### src/rtl/tmr_scrub_pkg.sv
// Shared types and constants for the triplicated-register scrubber.
// Replica indices double as the injMask and errDomain bit positions.
package tmr_scrub_pkg;

  typedef enum logic {
    IDLE   = 1'b0,
    REPORT = 1'b1
  } state_t;

  localparam int NUM_REPLICAS = 3;

  localparam int INJ_A = 0;
  localparam int INJ_B = 1;
  localparam int INJ_C = 2;

endpackage

### src/rtl/majorityVoter.sv
// Single-bit 2-of-3 majority gate.
module majorityVoter (
  input  logic i_a,
  input  logic i_b,
  input  logic i_c,
  output logic o_y
);

  assign o_y = (i_a & i_b) | (i_a & i_c) | (i_b & i_c);

endmodule

### src/rtl/tmr_fanout_scrubber.sv
// Triplicates an input word into three registers, votes them bitwise, scrubs
// divergent replicas back to the vote and reports the affected replicas.
module tmr_fanout_scrubber
  import tmr_scrub_pkg::*;
#(
  parameter int WIDTH     = 8,
  parameter int CNT_WIDTH = 8
) (
  input  logic                    clk,
  input  logic                    rstn,
  input  logic [WIDTH-1:0]        inData,
  input  logic                    inValid,
  output logic                    inReady,
  output logic [WIDTH-1:0]        outA,
  output logic [WIDTH-1:0]        outB,
  output logic [WIDTH-1:0]        outC,
  output logic [WIDTH-1:0]        voted,
  output logic                    errValid,
  output logic [NUM_REPLICAS-1:0] errDomain,
  input  logic                    errReady,
  output logic [CNT_WIDTH-1:0]    errCount,
  input  logic                    clrCount,
  input  logic                    injEn,
  input  logic [NUM_REPLICAS-1:0] injMask,
  input  logic [WIDTH-1:0]        injData
);

  state_t r_state;
  state_t w_state_next;

  logic [NUM_REPLICAS-1:0][WIDTH-1:0] r_rep;
  logic [NUM_REPLICAS-1:0][WIDTH-1:0] w_rep_next;
  logic [NUM_REPLICAS-1:0]            w_diff;
  logic [NUM_REPLICAS-1:0]            r_domain;
  logic [NUM_REPLICAS-1:0]            w_domain_next;
  logic [CNT_WIDTH-1:0]               r_count;

  logic w_write;
  logic w_inject;
  logic w_scrub;
  logic w_accept;

  // Handshake outputs depend on state only, never on the same-cycle inputs.
  assign inReady  = (r_state == IDLE);
  assign errValid = (r_state == REPORT);

  assign w_write  = inValid & inReady;
  assign w_inject = injEn & ~w_write;
  assign w_scrub  = (|w_diff) & ~w_write & ~w_inject;
  assign w_accept = errValid & errReady;

  genvar gi;

  generate
    for (gi = 0; gi < WIDTH; gi++) begin : g_vote
      majorityVoter u_vote (
        .i_a (r_rep[INJ_A][gi]),
        .i_b (r_rep[INJ_B][gi]),
        .i_c (r_rep[INJ_C][gi]),
        .o_y (voted[gi])
      );
    end
  endgenerate

  generate
    for (gi = 0; gi < NUM_REPLICAS; gi++) begin : g_rep
      assign w_diff[gi] = (r_rep[gi] != voted);

      // Unmasked replicas keep their value on an inject edge; no scrub then.
      assign w_rep_next[gi] = w_write                   ? inData  :
                              (w_inject && injMask[gi]) ? injData :
                              w_inject                  ? r_rep[gi] :
                              w_scrub                   ? voted   :
                                                          r_rep[gi];
    end
  endgenerate

  always_ff @(posedge clk or negedge rstn) begin
    if (!rstn) begin
      r_rep <= '0;
    end else begin
      r_rep <= w_rep_next;
    end
  end

  always_ff @(posedge clk or negedge rstn) begin
    if (!rstn) begin
      r_state  <= IDLE;
      r_domain <= '0;
    end else begin
      r_state  <= w_state_next;
      r_domain <= w_domain_next;
    end
  end

  always_comb begin
    w_state_next  = r_state;
    w_domain_next = r_domain;
    case (r_state)
      IDLE: begin
        if (w_scrub) begin
          w_state_next  = REPORT;
          w_domain_next = w_diff;
        end
      end
      REPORT: begin
        // An accepted report restarts the sticky set from this edge's scrub.
        if (w_accept) begin
          if (w_scrub) begin
            w_domain_next = w_diff;
          end else begin
            w_state_next  = IDLE;
            w_domain_next = '0;
          end
        end else if (w_scrub) begin
          w_domain_next = r_domain | w_diff;
        end
      end
      default: begin
        w_state_next  = IDLE;
        w_domain_next = '0;
      end
    endcase
  end

  always_ff @(posedge clk or negedge rstn) begin
    if (!rstn) begin
      r_count <= '0;
    end else if (clrCount) begin
      r_count <= '0;
    end else if (w_scrub && (r_count != {CNT_WIDTH{1'b1}})) begin
      r_count <= r_count + 1'b1;
    end
  end

  assign outA      = r_rep[INJ_A];
  assign outB      = r_rep[INJ_B];
  assign outC      = r_rep[INJ_C];
  assign errDomain = r_domain;
  assign errCount  = r_count;

endmodule

### config.mk
export PLATFORM = sky130hd
export DESIGN_NAME = tmr_fanout_scrubber
export DESIGN_NICKNAME = d
export VERILOG_FILES = /design/src/rtl/tmr_scrub_pkg.sv /design/src/rtl/majorityVoter.sv /design/src/rtl/tmr_fanout_scrubber.sv
export SDC_FILE = /design/constraint.sdc
export NUM_CORES = 1
export LEC_CHECK = 0
export BUFFER_PORTS_ARGS = -buffer_cell sky130_fd_sc_hd__clkbuf_2
export CORE_MARGIN = 4
export CORE_UTILIZATION = 40
export CTS_BUF_LIST = sky130_fd_sc_hd__clkbuf_2
export DETAILED_ROUTE_END_ITERATION = 7
export SLEW_MARGIN = 20
export SYNTH_ARGS = -nofsm -noshare
export SYNTH_HDL_FRONTEND = slang
export SYNTH_SLANG_ARGS = --single-unit
### constraint.sdc
create_clock -name clk -period 4.59 [get_ports clk]
set_input_delay 0.2295 -clock clk [delete_from_list [all_inputs] [get_ports clk]]
set_output_delay 0.2295 -clock clk [all_outputs]
set_load 0.01 [all_outputs]
* Yosys cells after proc, flatten, opt, wreduce, memory -nomap -nowiden
Cells that the tools add are included. Widths: inputs -> output; s select.
Storage, ports and cells: register bits after elaboration 36, input bits 25, logic and storage cells 96
Cells by class: $add $sub $neg 1, equality and inequality tests 9, multiplexer cells 18, bitwise gates (word level) 49, reductions and logical operators 13
Operators by type and width (number):
- $mux 8 | 10
- $and 1x1->1 | 29
- $ne 8x8->1 | 3
- $or 1x1->1 | 16
- $mux 3 | 4
- $ne 3x2->1 const B | 3
- $reduce_bool 3->1 | 3
- $add 8x1->8 const B | 1
- $ne 8x8->1 const B | 1
- $reduce_and 2->1 | 4
- $pmux 3 s2 | 1
- $logic_and 1x1->1 | 4
- $ne 3x1->1 const B | 1
- $not 1->1 | 3
- $or 3x3->3 | 1
- $reduce_or 3->1 | 1
- $mux 1 | 2
- $ne 2x1->1 const B | 1
- $pmux 1 s2 | 1
- $reduce_bool 2->1 | 1

* Longest topological paths before layout
word-level depth 11, gate-level depth with buffers 7, gate-level depth less buffers 6

* Hierarchy
Synthesis repeated with hierarchy kept, for this count alone.
Unflattened totals: cells, all modules 249, area, all modules 2366.0 µm²
By module, submodules not included:
- tmr_fanout_scrubber | instances 1, cells each 241, area an instance 2275.9 µm², seq. area each 900.9 µm²
- majorityVoter | instances 8, cells each 1, area an instance 11.3 µm², seq. area each 0.0 µm²

* Least setup slack after synthesis
Ideal clock, no wire load.
path type register to register, from register r_rep, in the netlist outC[7], to register r_rep, in the netlist outA[0], library setup time 0.125 ns, arrival 1.943 ns, path slack 2.523 ns, stages on the path, launching flop included 8, buffers on the path 1, cell sequence dfrtp_1 > and3b_1 > nor4_1 > nand4_1 > and4bb_2 > o211a_1 > buf_6 > mux2_2
On the way: longest elaborated chain between the ends 9
Ends and longest elaborated chain:
- from (decl) | line tmr_fanout_scrubber.sv:31 | logic [NUM_REPLICAS-1:0][WIDTH-1:0] r_rep;
- from (signal assigned) | line tmr_fanout_scrubber.sv:82 | r_rep <= w_rep_next;
- $and 1x1->1 | line majorityVoter.sv:9 | assign o_y = (i_a & i_b) | (i_a & i_c) | (i_b & i_c);
- $or 1x1->1 (2 in a row) | line majorityVoter.sv:9
- $ne 8x8->1 | line tmr_fanout_scrubber.sv:67 | assign w_diff[gi] = (r_rep[gi] != voted);
- $reduce_or 3->1 * | line tmr_fanout_scrubber.sv:49 | assign w_scrub = (|w_diff) & ~w_write & ~w_inject;
- $and 1x1->1 * (2 in a row) | line tmr_fanout_scrubber.sv:49
- $reduce_bool 3->1 (no line) *
- $reduce_and 2->1 (no line) *
Every way passes the cells marked *; elsewhere a longest branch is shown, timed or not. A chain may end at the register's enable or synchronous reset.

* Worst setup path after layout
from register r_rep, in the netlist outC[4], to register r_rep, in the netlist outC[2]
Same word-level chain as after synthesis.

==> flow_summary.ini <==
[run_status]
status = completed

[yosys]
ys.flop_type = dfrtp_1
yosysUniqueCellTypes = 35
syn_area_mm2 = 0.00277
yosys_warnings = 0
avgSynthCellArea_um2 = 9.23
synth-seq-cells = 36
synth.top_cell.area_share_pct = 32.5
synth_edf_count = 0
synth_top_cell_by_area = dfrtp_1
ys_top_cells_by_area = dfrtp_1, mux2_2, mux2i_1
ys_seq_area_share_pct = 32.5
syn_inst = 300
synthArstFlopShare_pct = 100
syn-num-nets = 326

[grt]
grt_pass1_vias = 2235
grt.overflow.total = 0
grt_usage_pct = 16.3
antenna_found_initial = 0
grt_max_degree = 37
grt_pass1_wl_um = 10900

[routing]
drt-initial-drc-count = 60
vias = 2358
viasPerCell = 5.65
antenna_left = 0
wire_per_inst_um = 16.2
drcViolationCount = 0
dr.pass1.iters = 4
routed_wl_um = 6750

[power_and_ir_drop]
switching_share_pct = 46.1
internal-power_mw = 0.945
leakage_nw = 1.43
p_seq_share_pct = 37.9
peakVddDrop_mv = 0.146
p_sw_mw = 0.808
p_per_area_mw_per_mm2 = 592
pwr-share-comb_pct = 54.0
power_frac_clock_pct = 8.1

[worst_setup_path]
arrival_ns = 3.08
timing.critical_path.required_ns = 4.86
criticalPathCategory = reg2reg
cp_max_fo = 16
critPathLaunchType = flip-flop
r2r_cells = 6
cp-end-kind = flip-flop

[die]
die_w_um = 91.2
die_h_um = 91.2
core_mm2 = 0.00676
dieArea_mm2 = 0.00831
initial_core_util_pct = 41.0
io_pins = 70
placementRows = 30

[timing]
setup_violations = 0
rsz0062_at_grt = false
timing.max_slew.rel_slack_pct = 38.8
holdWs_ns = 0.0298
fmax_mhz = 356
hold_violations = 0
finClkSkew_ns = 0.0280
fin_crit_sh_pct = 61.2
worst_pin_slew_ns = 0.918
setup_tns_ns = 0
slew_viol_final = 0
fin_crit_ns = 2.81

[clocking]
root_buffer = clkbuf_2
cts-buffers-inserted = 5
cts_setup_buffers = 0
cts_tree = built
cts_buffer_depth = 2
clk_pin_slew_ns = 0.20
cts_sinks = 36
cts-htree-levels = 2
clk_latency_ns = 0.39

[job]
drv_cap = 0

[min_path]
hold_path_class = in2reg
hold_depth = 2

[place]
place_hpwl_um = 5010
portBuffers = 69
globalplace.congestion = 0.821

[finish]
multiInputGateArea_mm2 = 0.00155
seq_area_um2 = 901
antennaDiodeCount = 0
fillCellCount = 691
layout-drive-gt1-share_pct = 30.9
nets = 362
syn_to_final_growth_pct = 6.96
-- power by group through the flow --
stage                     logic (mW)  registers, mW  clock network (mW)
final                          0.946          0.664               0.143
after CTS                      0.963          0.660               0.148
after global placement         0.956          0.659                   0
after floorplan                0.877          0.607                   0
after detailed placement       0.960          0.667                   0
after global routing            1.06          0.692               0.163
-- flip-flops by register name, summed over array words and instances (netlist names) --
signal and count:
outC 8, outA 8, outB 8, errCount 8, errValid 1, errDomain 3
-- worst max-delay path, cell delays in order, from the launching register on --
cell and delay [ns]:
dfrtp_1 0.53, and3b_1 0.21, nor4_1 0.39, nand4_1 0.19, and4bb_2 0.53, o211a_1 0.47, mux2_2 0.39
-- kinds of logic after synthesis --
group	count (synthesis)	synth area share, %
simple gates	101	21.5
compound gates	66	14.5
mux	50	19.3
buf+inv	46	11.7
flops	36	32.5
fa+ha+maj	1	0.452
-- layout make-up --
cell class | instances | area share, %
sequential | 36 | 30.4
inverter | 5 | 0.634
timing repair buffer | 70 | 12.0
clock inverter | 3 | 0.465
tap | 80 | 3.38
multi-input combinational | 218 | 52.2
clock buffer | 5 | 0.845
-- synth_stat cells (4+ instances only) --
cell type	count
mux2_2	24
mux2i_1	25
o22ai_1	4
nor3b_1	17
o21a_1	8
o21ai_0	5
a21oi_1	37
buf_4	32
buf_6	4
inv_1	5
clkbuf_1	5
dfrtp_1	36
nand2_1	15
nor2_1	29
and3b_1	16
nor4_1	9
-- layer usage --
metal | global-route usage, % | vias up | routed length, µm
met1 | 20.6 | 1136 | 2940
li1 | - | 1155 | -
met3 | 3.40 | 9 | 320
met4 | 4.40 | 0 | 99
met5 | 0 | - | 0
met2 | 28.2 | 58 | 3400
-- per-stage QoR --
| stage | cell area [µm²] | util (%) | setup WS (ns) | total power, mW | std cells |
|---|---|---|---|---|---|
| 2_1_floorplan | 2770 | - | 2.52 | 1.48 | 300 |
| 3_3_place_gp | 2910 | 43.1 | 1.78 | 1.62 | 408 |
| 3_5_place_dp | 2910 | 43.1 | 1.79 | 1.63 | 408 |
| 4_1_cts | 2960 | 43.8 | 1.73 | 1.77 | 417 |
| 5_1_grt | 2960 | 43.8 | 1.61 | 1.92 | 417 |
| 6_report | 2960 | 43.8 | 1.78 | 1.75 | 417 |
-- layout by cell type (no fill, tap or decap), drive strengths merged, types with 3 or more instances in the layout --
cell type / n
and3b: 16
nand2: 15
dfrtp: 36
nand3: 3
nor4: 9
mux2i: 25
o211a: 3
inv: 5
o22ai: 4
nor2: 29
mux2: 25
a21oi: 37
clkbuf: 74
nor3b: 17
nand4: 3
clkinv: 3
o21a: 8
o21ai: 5
-- path summary, 6_finish.rpt --
| kind | start | end | slack (ns) |
|---|---|---|---|
| min reg2reg | errDomain[2]$_DFFE_PN0P_ | errDomain[2]$_DFFE_PN0P_ | 0.56 |
| max reg2reg | outC[4]$_DFFE_PN0P_ | outC[2]$_DFFE_PN0P_ | 1.78 |
| min | errReady | errValid$_DFF_PN0_ | 0.03 |
| max | outC[4]$_DFFE_PN0P_ | outC[2]$_DFFE_PN0P_ | 1.78 |
| min in group asynchronous | rstn | outA[2]$_DFFE_PN0P_ | 0.48 |
| max in group asynchronous | rstn | errCount[7]$_DFFE_PN0P_ | 3.53 |
-- timing repair --
action,CTS,global route
hold buffers,1,0
endpoints found under the hold margin,36,0
resized for setup,0,0
Note: power is estimated with default switching activity, not from simulation.
